**src/rtl/mega_mul_seq.sv**
```systemverilog
// Iterative 8x8 shift-add multiply sequencer (MUL/MULS/MULSU/FMUL/FMULS/FMULSU).
// Define MEGA_MUL_SEQ_SIGNED_EN to enable the signed/fractional ops; otherwise every op is unsigned MUL.
module mega_mul_seq #(
    parameter int ITER_BITS = 1
) (
    input  logic        clk,
    input  logic        rst,
    input  logic        start,
    input  logic [2:0]  op,
    input  logic [7:0]  a,
    input  logic [7:0]  b,
    input  logic        flush,
    output logic        busy,
    output logic        done,
    output logic [15:0] product,
    output logic        flag_c,
    output logic        flag_z
);

    localparam int          RUN_LEN  = 8 / ITER_BITS;
    localparam logic [2:0]  LAST_CNT = 3'(RUN_LEN - 1);

    typedef enum logic [1:0] {
        ST_IDLE = 2'd0,
        ST_RUN  = 2'd1,
        ST_DONE = 2'd2
    } state_t;

    state_t      state_q, state_d;
    logic [2:0]  cnt_q, cnt_d;
    logic [15:0] mcand_q, mcand_d;
    logic [7:0]  mplier_q, mplier_d;
    logic [15:0] acc_q, acc_d;
    logic        b_signed_q, b_signed_d;
    logic        frac_q, frac_d;
    logic [15:0] product_q, product_d;
    logic        flag_c_q, flag_c_d;
    logic        flag_z_q, flag_z_d;

    logic        a_signed_s;
    logic        b_signed_s;
    logic        frac_s;
    logic [15:0] term_s;
    logic [15:0] acc_step_s;
    logic [15:0] result_s;

`ifdef MEGA_MUL_SEQ_SIGNED_EN
    // Operand signedness and fractional shift decoded from the opcode.
    always_comb begin
        a_signed_s = 1'b0;
        b_signed_s = 1'b0;
        frac_s     = 1'b0;
        case (op)
            3'd1: begin a_signed_s = 1'b1; b_signed_s = 1'b1; end
            3'd2: begin a_signed_s = 1'b1; end
            3'd3: begin frac_s = 1'b1; end
            3'd4: begin a_signed_s = 1'b1; b_signed_s = 1'b1; frac_s = 1'b1; end
            3'd5: begin a_signed_s = 1'b1; frac_s = 1'b1; end
            default: begin a_signed_s = 1'b0; b_signed_s = 1'b0; frac_s = 1'b0; end
        endcase
    end
`else
    logic unused_op_s;
    assign unused_op_s = ^op;
    assign a_signed_s  = 1'b0;
    assign b_signed_s  = 1'b0;
    assign frac_s      = 1'b0;
`endif

    // Partial-product accumulation for the multiplier bits consumed this cycle.
    always_comb begin
        acc_step_s = acc_q;
        term_s     = 16'h0000;
        for (int j = 0; j < ITER_BITS; j++) begin
            term_s = mplier_q[j] ? (mcand_q << j) : 16'h0000;
            // A signed multiplier's MSB carries weight -2^7, so it is subtracted.
            if (b_signed_q && (cnt_q == LAST_CNT) && (j == ITER_BITS - 1)) begin
                acc_step_s = acc_step_s - term_s;
            end else begin
                acc_step_s = acc_step_s + term_s;
            end
        end
        result_s = frac_q ? {acc_step_s[14:0], 1'b0} : acc_step_s;
    end

    // Next-state and datapath control.
    always_comb begin
        state_d    = state_q;
        cnt_d      = cnt_q;
        mcand_d    = mcand_q;
        mplier_d   = mplier_q;
        acc_d      = acc_q;
        b_signed_d = b_signed_q;
        frac_d     = frac_q;
        product_d  = product_q;
        flag_c_d   = flag_c_q;
        flag_z_d   = flag_z_q;
        case (state_q)
            ST_IDLE: begin
                if (start && !flush) begin
                    state_d    = ST_RUN;
                    cnt_d      = 3'd0;
                    acc_d      = 16'h0000;
                    mcand_d    = a_signed_s ? {{8{a[7]}}, a} : {8'h00, a};
                    mplier_d   = b;
                    b_signed_d = b_signed_s;
                    frac_d     = frac_s;
                end else begin
                    state_d = ST_IDLE;
                end
            end
            ST_RUN: begin
                if (flush) begin
                    state_d = ST_IDLE;
                end else begin
                    acc_d    = acc_step_s;
                    mcand_d  = mcand_q << ITER_BITS;
                    mplier_d = mplier_q >> ITER_BITS;
                    cnt_d    = cnt_q + 3'd1;
                    if (cnt_q == LAST_CNT) begin
                        state_d   = ST_DONE;
                        product_d = result_s;
                        flag_c_d  = acc_step_s[15];
                        flag_z_d  = (result_s == 16'h0000);
                    end else begin
                        state_d = ST_RUN;
                    end
                end
            end
            ST_DONE: begin
                state_d = ST_IDLE;
            end
            default: begin
                state_d = ST_IDLE;
            end
        endcase
    end

    // State and datapath registers with synchronous active-low reset.
    always_ff @(posedge clk) begin
        if (!rst) begin
            state_q    <= ST_IDLE;
            cnt_q      <= 3'd0;
            mcand_q    <= 16'h0000;
            mplier_q   <= 8'h00;
            acc_q      <= 16'h0000;
            b_signed_q <= 1'b0;
            frac_q     <= 1'b0;
            product_q  <= 16'h0000;
            flag_c_q   <= 1'b0;
            flag_z_q   <= 1'b0;
        end else begin
            state_q    <= state_d;
            cnt_q      <= cnt_d;
            mcand_q    <= mcand_d;
            mplier_q   <= mplier_d;
            acc_q      <= acc_d;
            b_signed_q <= b_signed_d;
            frac_q     <= frac_d;
            product_q  <= product_d;
            flag_c_q   <= flag_c_d;
            flag_z_q   <= flag_z_d;
        end
    end

    assign busy    = (state_q != ST_IDLE);
    assign done    = (state_q == ST_DONE) && !flush;
    assign product = product_q;
    assign flag_c  = flag_c_q;
    assign flag_z  = flag_z_q;

endmodule

```
**config.mk**
```make
export PLATFORM = sky130hd
export DESIGN_NAME = mega_mul_seq
export DESIGN_NICKNAME = d
export VERILOG_FILES = /design/src/rtl/mega_mul_seq.sv
export SDC_FILE = /design/constraint.sdc
export NUM_CORES = 1
export LEC_CHECK = 0
export BUFFER_PORTS_ARGS = -buffer_cell sky130_fd_sc_hd__buf_2
export CORE_MARGIN = 5
export CORE_UTILIZATION = 55
export DETAILED_ROUTE_END_ITERATION = 8
export PLACE_DENSITY = 0.76
export SYNTH_ARGS = -nofsm -noshare
export SYNTH_HDL_FRONTEND = slang
export SYNTH_SLANG_ARGS = --single-unit
export TNS_END_PERCENT = 20
```
**constraint.sdc**
```tcl
create_clock -name clk -period 9.2 [get_ports clk]
set_input_delay 0.92 -clock clk [delete_from_list [all_inputs] [get_ports clk]]
set_output_delay 0.92 -clock clk [all_outputs]
set_load 0.02 [all_outputs]
```
======== Yosys cells after proc, flatten, opt, wreduce, memory -nomap -nowiden ========
Cells that the tools add are included.
word-level totals
  register bits after elaboration ......... 63
  bits of input ports ..................... 23
  output and inout port bits .............. 20
  logic and storage cells ................. 42
operators by class
  add/sub/neg operators ................... 2
  equality and inequality tests ........... 5
  mux-type cells .......................... 17
  bitwise gates (word level) .............. 1
  reduce and logical (&&, ||, !) cells .... 9
operators with widths
  operator               number
  $mux W16               5
  $pmux W16 S2           2
  $add A16 B16 Y16       1
  $logic_not A16 Y1      1
  $mux W8                2
  $pmux W8 S2            1
  $mux W3                2
  $pmux W3 S2            1
  $reduce_and A3 Y1      2
  $mux W2                2
  $ne A2 B2 Y1 const B   2
  $pmux W2 S2            1
  $reduce_bool A2 Y1     2
  $add A3 B1 Y3 const B  1
  $eq A3 B3 Y1 const B   1
  $eq A2 B1 Y1 const B   1
  $eq A2 B2 Y1 const B   1
  $logic_and A1 B1 Y1    2
  $logic_not A2 Y1       1
  $logic_not A1 Y1       1
  $mux W1                1
  $not A1 Y1             1

======== Longest topological paths before layout ========
Gate-level depths: netlist of run 1.
  depth in word-level cells ............... 4
  mapped depth ............................ 12

======== Least setup slack after synthesis of run 1 ========
Ideal clock, no wire load.
  path type ............................... reg2reg
  from .................................... register mplier_q[0]
  to ...................................... register flag_z_q (netlist: flag_z)
  library setup time ...................... 0.084 ns
  arrival time ............................ 2.911 ns
  data required time ...................... 9.116 ns
  setup slack ............................. 6.204 ns
  stages on the path, launching flop included .. 13
  path buffers ............................ 1
  cells stage by stage .................... dfxtp_1 -> clkbuf_1 -> and2_1 -> ha_1 -> inv_1 -> fa_1 -> nor2b_4 -> o2111a_1 -> nor3_1 -> nor4_1 -> o2111ai_1 -> or4_1 -> o31ai_2
between the ends
  longest elaborated chain between the ends .. 3
ends and longest elaborated chain
  item                    line  source
  start, declared         32    logic [7:0] mplier_q, mplier_d;
  start signal, assigned  156   mplier_q <= mplier_d;
  $mux W16                75    term_s = mplier_q[j] ? (mcand_q << j) : 16'h0000;
  $add A16 B16 Y16        80    acc_step_s = acc_step_s + term_s;
  $logic_not A16 Y1       124   flag_z_d = (result_s == 16'h0000);
  end signal, assigned    162   flag_z_q <= flag_z_d;
  end, declared           38    logic flag_z_q, flag_z_d;
Every way passes these cells.
A chain may end at the register's enable or synchronous reset.

======== Worst setup path after layout of run 1 ========
Ends and elaborated chain as after synthesis.

==> flow_summary.toml, run 1 <==
[run_status]
outcome = "finished, final reports clean"

[critical_path]
crit_required_ns = 9.46
cell_breakdown_of_the_critical_path = "and2_1 > ha_1 > inv_1 > fa_1 > nor2b_4 > o2111a_1 > nor3_1 > nor4_1 > o2111ai_1 > or4_1 > o31ai_2"
regToRegEndpoint = "flag_z"
r2r-start = "mplier_q[0]"
criticalPathCategory = "reg -> reg"
timing.critical_path.arrival_ns = 3.69
crit_path_top_delay_cell = "dfxtp_1"
crit_path_max_incr_delay_ns = 0.61
type_of_element_launching_the_critical_path = "flip-flop"
worstSetupStartpoint = "mplier_q[0]"
crit_path_max_fanout = 17
rr_worst_depth = 11
end_kind = "flip-flop"
reg2reg_setup_slack_ns = 5.77
buffers_plus_inverters_on_the_worst_setup_path = 1
cp_top_family = "simple AND/OR/NAND/NOR gates"

[synthesis]
synthesis.area_um2 = 3570
synthDominantCellAreaShare_pct = 34.7
synth_net_count = 448
ys.warnings.count = 0
post-synth-top-area-cell = "dfxtp_1"
synth_edf_count = 0
synth.lib_cells_used.distinct = 67
leading_cell_types_by_total_area_after_synthesis = "dfxtp_1, ha_1, nand2_1, nor2b_1, o211a_1"
synthArstFlopShare_pct = 0
synth.most_common_cell = "dfxtp_1"
synth-seq-area-share_pct = 34.7
postSynthCellCount = 407
synth-seq-cells = 62
postSynth.topFlopCell = "dfxtp_1"
synth_common_cells = "dfxtp_1, nand2_1, nor2b_1"
synth_area_per_cell_um2 = 8.78

[pwr]
static_leakage_nw = 1.89
pwr_per_cell_area_nw_per_um2 = 148
share_of_total_power_in_combinational_logic_pct = 6.2
power_switching_share_pct = 21.4
vdd_drop_max_uv = 110
p_seq_share_pct = 47.2
total_switching_power_w = 0.000126
total_power_w = 0.000591
cellInternalPower_w = 0.000465
p_clk_share_pct = 46.7

[die]
chipHeight_um = 90.6
floorplan.die_area_um2 = 8210
initial_core_util_pct = 56.3
die-width_um = 90.6
floorplan.rows = 29
placeableCoreArea_um2 = 6350
pin_count = 43

[timing]
finalCritPeriodShare_pct = 37.3
final.min_clock_period_ns = 3.43
clk_skew_ns = 0.0106
setup_viol_count_final = 0
maxClockFrequency_ghz = 0.292
unrepaired_setup_endpoints_after_global_routing = "false"
number_of_max_slew_violations_in_the_final_report = 0
tightest_slew_ns = 1.06
totalNegativeSetupSlack_ns = 0
timing.max_slew.rel_slack_pct = 29.5
finalHoldViolCount = 0

[clock_network]
tritoncts = "yes"
cts_repair_resize_count = 0
clk-insertion-delay-late_ns = 0.35
cts_setup_buffers = 0
cts_buffer_depth = 2
cts-htree-levels = 3
cts-root-buf = "clkbuf_8"
tritoncts.num_buffers = 9
clk_pin_slew_worst_paths_ns = 0.06
cts_hold_buf = 0
clock-sinks = 62

[placed_design]
finalWeightedCongestion = 0.840
hpwl_um = 5460
port_buffers = 39

[worst_hold_path]
hold_path_depth = 2
worst_min_path_class = "reg -> reg"
min_delay_worst_endpoint = "product[9]"
min-delay-start = "product[9]"

[global_routing]
grt_start_max_net_pins = 63
grt_antenna_before_repair = 0
grt_overflow = 0
global_route_wire_length_before_repair_um = 13400
grtUsageMet1_pct = 25.9
globalRouteTotalUtil_pct = 19.4
grt_busiest_layer = "met2"
met3_capacity_usage_during_global_routing_pct = 4.17
met2_layer_usage_reported_by_global_route_pct = 30.0
via_count_of_the_first_global_routing_pass = 2894

[detailed_routing]
detailroute.via_count = 3021
drt_wl_cell_um = 14.7
wl_um = 7620
routed_via_density = 5.84
drc = 0
ant_nets = 0
drtPass1Iterations = 4
first_iter_violations = 152

[layout]
finalNetCount = 476
layout-drive-gt1-share_pct = 17.5
antenna_cells = 0
area.growth.synth_to_final_pct = 12.0
post-route-util_pct = 63.1

[flow_run]
drv.max_cap_violation_count = 0
[power groups by stage]
stage / clock network, W / registers, W / logic, W
3_5_place_dp: 0 / 0.000285 / 0.0000367
6_report: 0.000276 / 0.000279 / 0.0000366
5_1_grt: 0.000296 / 0.000280 / 0.0000403
4_1_cts: 0.000283 / 0.000279 / 0.0000369
3_3_place_gp: 0 / 0.000285 / 0.0000355
2_1_floorplan: 0 / 0.000283 / 0.0000280
[registers in the layout, indices dropped and copies added, names as in the netlist]
name and count:
mplier_q 8, product 16, acc_q 16, mcand_q 16, state_q 2, flag_z 1
cnt_q 3
[per-layer routing]
metal  share of wire, %  vias up  wire length [µm]
li1                   -     1536                 -
met2                 45       77              3410
met5                  0        -                 0
met3                5.7       16               434
met4                1.9        0               141
met1                 48     1392              3630
[worst register-to-register path: cells and delay by family, from the launching register on]
family | cells | cell delay (ns)
flip-flops | 1 | 0.61
AND/OR/NAND/NOR | 5 | 1.43
adder cells (fa/ha/maj) | 2 | 0.64
AO/OA/AOI/OAI | 3 | 0.60
buffers and inverters | 1 | 0.07
[worst max-delay path by stage]
| stage | end | slack, ns | depth (start not counted) |
|---|---|---|---|
| 4_1_cts | flag_z | 5.74 | 11 |
| 2_1_floorplan | flag_z | 6.20 | 12 |
| 5_1_grt | flag_z | 5.53 | 11 |
| 3_3_place_gp | flag_z | 5.85 | 11 |
| 6_report | flag_z | 5.77 | 11 |
| 3_5_place_dp | flag_z | 5.79 | 11 |
[per-stage QoR]
step	setup WS, ns	area (µm²)	hold WS [ns]	std cells
floorplan	6.20	3570	0.440	407
global placement	5.85	3770	0.440	501
detailed placement	5.79	3770	0.445	501
CTS	5.74	4010	0.454	517
global route	5.53	4010	0.494	517
finish	5.77	4010	0.450	517
[cell type report]
class	count	area, µm²
Inverter	8	30.0
Timing Repair Buffer	41	210
Clock inverter	3	65.1
Sequential cell	62	1240
Tap cell	77	96.3
Multi-Input combinational cell	313	2190
Clock buffer	13	169
Fill cell	542	2340
[logic make-up (layout without fill, tap and decap cells)]
group / count (synthesis) / after routing / synth area share [%]
compound gates: 114 / 114 / 25.2
flops: 62 / 62 / 34.7
simple gates: 163 / 163 / 24.6
fa+ha+maj: 18 / 18 / 6.51
mux: 15 / 15 / 4.20
xor+xnor: 3 / 3 / 0.735
buf+inv: 32 / 65 / 4.03
[placed cells by master, fill, tap and decap left out, types with 3 or more instances in the layout]
| master | count |
|---|---|
| o21ai_0 | 7 |
| dfxtp_1 | 62 |
| o211a_1 | 17 |
| o21a_1 | 6 |
| a211oi_1 | 6 |
| mux2i_1 | 15 |
| nand2_1 | 53 |
| nor3b_1 | 3 |
| a21oi_1 | 9 |
| a21o_2 | 3 |
| nor3_1 | 10 |
| nand3_1 | 10 |
| and2_1 | 18 |
| or2_1 | 4 |
| a21boi_0 | 14 |
| a21o_1 | 3 |
| inv_1 | 8 |
| nor2b_1 | 28 |
| ha_1 | 17 |
| a22oi_1 | 21 |
| or2_2 | 3 |
| nor2_1 | 11 |
| clkbuf_8 | 12 |
| buf_2 | 39 |
| nand2b_1 | 3 |
(Power assumes the default switching activity.)
==> run 2: changes to the inputs <==
Settings changed: CORE_UTILIZATION 55 to 53, PLACE_DENSITY 0.76 to 0.77.
Clock period 9.2 ns to 2.9 ns, I/O delays scaled along.
==> flow_summary.toml, run 2 (same netlist as run 1, synthesis figures left out) <==
[timing]
finalHoldViolCount = 0
clk_skew_ns = 0.0135
final.min_clock_period_ns = 2.81
setup_viol_count_final = 0
number_of_max_slew_violations_in_the_final_report = 0
finalCritPeriodShare_pct = 96.8
final_critical_path_setup_slack_ns = 0.0940
finalHoldWorstSlack_ns = 0.203
timing.max_slew.rel_slack_pct = 50.2
tightest_slew_ns = 0.747
maxClockFrequency_ghz = 0.356

[layout]
area.growth.synth_to_final_pct = 16.9
post-route-util_pct = 62.6
stdcell_area_um2 = 4180
layout-drive-gt1-share_pct = 24.1
finalNetCount = 489
antenna_cells = 0
final.fill_count = 592
mostFrequentLayoutCell = "dfxtp_1"
most_used_cells_in_the_layout_excluding_fill_and_tap_cells = "dfxtp_1, nand2_1, buf_2, nor2b_1, a22oi_1"

[pwr]
static_leakage_nw = 1.95
vdd_drop_max_uv = 251
pwr_per_cell_area_nw_per_um2 = 439
total_power_w = 0.00184

[critical_path]
timing.critical_path.arrival_ns = 3.06
crit_path_max_incr_delay_ns = 0.43
end_kind = "flip-flop"
cell_breakdown_of_the_critical_path = "and2_1 > ha_2 > inv_2 > fa_2 > nor2b_4 > o2111a_1 > nor3_2 > nor4_2 > o2111ai_1 > or4_1 > o31ai_2"
criticalPathCategory = "reg -> reg"
crit_required_ns = 3.15
rr_worst_depth = 11
type_of_element_launching_the_critical_path = "flip-flop"
crit_path_top_delay_cell = "or4_1"
crit_path_max_fanout = 4

[placed_design]
hpwl_um = 5660
finalWeightedCongestion = 0.912
port_buffers = 39
place_worst_setup_slack_ns = 0.0191
dpl-instance-area_um2 = 3840

[flow_run]
drv.max_cap_violation_count = 0

[detailed_routing]
drc = 0
drt_wl_cell_um = 15.1
drtPass1Iterations = 4
wl_um = 8070
routed_via_density = 5.77
ant_nets = 0
detailroute.via_count = 3078
first_iter_violations = 144

[clock_network]
clk_pin_slew_worst_paths_ns = 0.07
cts-htree-levels = 3
cts_buffer_depth = 2
tritoncts.num_buffers = 9
clk-insertion-delay-late_ns = 0.35
clock-sinks = 62
tritoncts = "yes"
cts-root-buf = "clkbuf_8"

[global_routing]
globalRouteTotalUtil_pct = 19.2
via_count_of_the_first_global_routing_pass = 2965
grt_overflow = 0
grt_antenna_before_repair = 0
grt_start_max_net_pins = 62
global_route_wire_length_before_repair_um = 13300

[worst_hold_path]
hold_path_depth = 3
worst_min_path_class = "in -> reg"

[die]
chipHeight_um = 92.1
initial_core_util_pct = 53.5
placeableCoreArea_um2 = 6680
floorplan.die_area_um2 = 8490
floorplan.rows = 30
pin_count = 43
die-width_um = 92.1

[run_status]
outcome = "finished, final reports clean"
[run 2: what timing repair did]
| item | 4_1_cts | 5_1_grt |
|---|---|---|
| hold buffers | 0 | 0 |
| pin swaps | 2 | 9 |
| buffers inserted | 0 | 5 |
| gates resized for setup | 2 | 19 |
| setup endpoints to repair | 1 | 1 |
[run 2: worst paths after layout]
path                                   from    endpoint  slack [ns]
worst min-delay path                   a[0]  mcand_q[0]        0.20
worst max-delay path            mplier_q[0]      flag_z        0.09
worst max register to register  mplier_q[0]      flag_z        0.09
worst min register to register   product[9]  product[9]        0.45
[run 2: metrics by stage]
step                      TNS [ns]  instances
after floorplan                  0        407
after detailed placement         0        512
after global routing       -0.0340        533
after global placement           0        512
final                            0        533
after CTS                        0        528
[run 2: layout make-up]
cell class | instances | area, µm² | area share, %
multi-input cells | 313 | 2280 | 54.5
flip-flops and latches | 62 | 1240 | 29.8
repair buffers | 54 | 312 | 7.45
clock buffers | 10 | 128 | 3.05
well taps | 80 | 100 | 2.39
clock inverters | 6 | 86.3 | 2.07
inverters | 8 | 30.0 | 0.718
[run 2: worst max-delay path: cells and delay by family (launching register included)]
family	cells	cell delay, ns
flip-flops	1	0.36
AO/OA/AOI/OAI	3	0.65
adder cells (fa/ha/maj)	2	0.56
buffers and inverters	1	0.04
AND/OR/NAND/NOR	5	1.10
[run 2: power by group]
group          leakage, nW  switching (W)  internal (W)
combinational         1.34      0.0000693     0.0000589
sequential           0.504      0.0000144      0.000870
clock                0.106       0.000341      0.000482
[run 2: layer usage]
layer	track usage, %	wire (µm)
met2	31.3	3760
met3	4.18	343
met1	24.6	3870
met4	8.04	92
met5	0	0
==> run 3: changes to the inputs <==
Settings changed: BUFFER_PORTS_ARGS -buffer_cell sky130_fd_sc_hd__buf_2 to -buffer_cell sky130_fd_sc_hd__buf_4.
==> flow_summary.toml, run 3 (same netlist as run 1, synthesis figures left out) <==
[run_status]
outcome = "finished, final reports clean"

[clock_network]
clk_pin_slew_worst_paths_ns = 0.07
tritoncts.num_buffers = 9
cts-htree-levels = 3
cts_buffer_depth = 2
clk-insertion-delay-late_ns = 0.36
cts-root-buf = "clkbuf_8"
clock-sinks = 62
tritoncts = "yes"

[timing]
final.min_clock_period_ns = 2.82
clk_skew_ns = 0.0179
finalHoldViolCount = 0
setup_viol_count_final = 0
maxClockFrequency_ghz = 0.354
finalCritPeriodShare_pct = 97.4
unrepaired_setup_endpoints_after_global_routing = "false"
number_of_max_slew_violations_in_the_final_report = 0
totalNegativeSetupSlack_ns = 0
final_critical_path_setup_slack_ns = 0.0768
tightest_slew_ns = 0.988
timing.max_slew.rel_slack_pct = 34.1

[critical_path]
crit_required_ns = 3.16
reg2reg_setup_slack_ns = 0.08
type_of_element_launching_the_critical_path = "flip-flop"
end_kind = "flip-flop"
timing.critical_path.arrival_ns = 3.09
r2r-start = "mplier_q[0]"
rr_worst_depth = 11
crit_path_max_fanout = 4
criticalPathCategory = "reg -> reg"
regToRegEndpoint = "flag_z"

[die]
placeableCoreArea_um2 = 6680
chipHeight_um = 92.1
floorplan.rows = 30
initial_core_util_pct = 53.5
floorplan.die_area_um2 = 8490
die-width_um = 92.1
pin_count = 43

[detailed_routing]
ant_nets = 0
drc = 0
drtPass1Iterations = 5
routed_via_density = 5.85
wl_um = 8200
first_iter_violations = 168
detailroute.via_count = 3108
drt_wl_cell_um = 15.4

[global_routing]
grt_start_max_net_pins = 62
grt_overflow = 0
via_count_of_the_first_global_routing_pass = 3010
global_route_wire_length_before_repair_um = 13200
grt_antenna_before_repair = 0
globalRouteTotalUtil_pct = 19.2

[pwr]
power_switching_share_pct = 24.2
share_of_total_power_in_combinational_logic_pct = 8.0
static_leakage_nw = 1.94
vdd_drop_max_uv = 291
cellInternalPower_w = 0.00131
total_switching_power_w = 0.000417
pwr_per_cell_area_nw_per_um2 = 401
p_clk_share_pct = 40.8
p_seq_share_pct = 51.2

[placed_design]
finalWeightedCongestion = 0.915
dpl-instance-area_um2 = 3940
place_worst_setup_slack_ns = 0.0158
hpwl_um = 5610
port_buffers = 39

[layout]
most_used_cells_in_the_layout_excluding_fill_and_tap_cells = "dfxtp_1, nand2_1, buf_4, nor2b_1, a22oi_1"
final.fill_count = 559
antenna_cells = 0
finalNetCount = 488
area.sequential_um2 = 1250
stdcell_area_um2 = 4310
layout-drive-gt1-share_pct = 25.1
mostFrequentLayoutCell = "dfxtp_1"
area.growth.synth_to_final_pct = 20.4
multiInputGateArea_um2 = 2340

[worst_hold_path]
worst_min_path_class = "in -> reg"
hold_path_depth = 3
min_delay_worst_endpoint = "mcand_q[0]"
min-delay-start = "a[0]"

[flow_run]
drv.max_cap_violation_count = 0
[run 3: cell types whose count changed in the layout (fill, tap and decap cells not counted), sizes merged]
| cell | change |
|---|---|
| clkbuf | +2 |
| bufinv | -2 |
| clkinvlp | -1 |
| buf | -1 |
[run 3: worst max path at each step]
stage / from / endpoint / slack, ns
after CTS: mcand_q[0] / flag_z / 0.03
after global routing: mplier_q[0] / flag_z / 0.0002
after global placement: mcand_q[0] / flag_z / 0.06
final: mplier_q[0] / flag_z / 0.08
after floorplan: mplier_q[0] / flag_z / 0.01
after detailed placement: mcand_q[0] / flag_z / 0.02
[run 3: per-layer routing]
layer,share of wire [%],vias to the layer above,global-route usage [%]
met3,4.4,11,5.58
li1,-,1556,-
met5,0,-,0
met2,45,71,30.5
met1,49,1470,24.8
met4,1.4,0,7.18
[run 3: what timing repair did]
item,in CTS,in global routing
pin swaps,5,15
setup endpoints to repair,1,2
buffers inserted,1,3
hold buffers,0,0
resized for setup,0,31
[run 3: area by class of cell]
type | count | share of cell area (%)
clock buffer | 12 | 3.84
clock inverter | 3 | 0.436
inverter | 8 | 0.697
multi-input combinational | 313 | 54.3
sequential | 62 | 29.0
tap | 80 | 2.32
timing repair buffer | 53 | 9.42
[run 3: worst max-delay path: stages, from the launching register on]
cell,delay (ns)
dfxtp_4,0.36
and2_4,0.14
ha_4,0.16
inv_2,0.05
fa_2,0.23
nor2b_4,0.06
o2111a_2,0.29
or4_4,0.44
a22oi_2,0.17
o2111ai_1,0.12
or4_1,0.50
o31ai_2,0.21
[run 3: through the flow]
step                      hold slack, ns  total power, W  std cells  utilization, %
after floorplan                    0.440        0.000987        407               -
after global placement             0.448         0.00103        512            58.9
after detailed placement           0.448         0.00103        512            58.9
after CTS                          0.205         0.00173        528            61.8
after global routing               0.220         0.00180        531            64.4
final                              0.205         0.00173        531            64.4
[run 3: power groups by stage]
stage	registers [W]	logic [W]	clock network, W
after floorplan	0.000897	0.0000891	0
after global placement	0.000901	0.000128	0
after detailed placement	0.000902	0.000131	0
after CTS	0.000882	0.000132	0.000718
after global routing	0.000885	0.000149	0.000765
final	0.000884	0.000138	0.000705
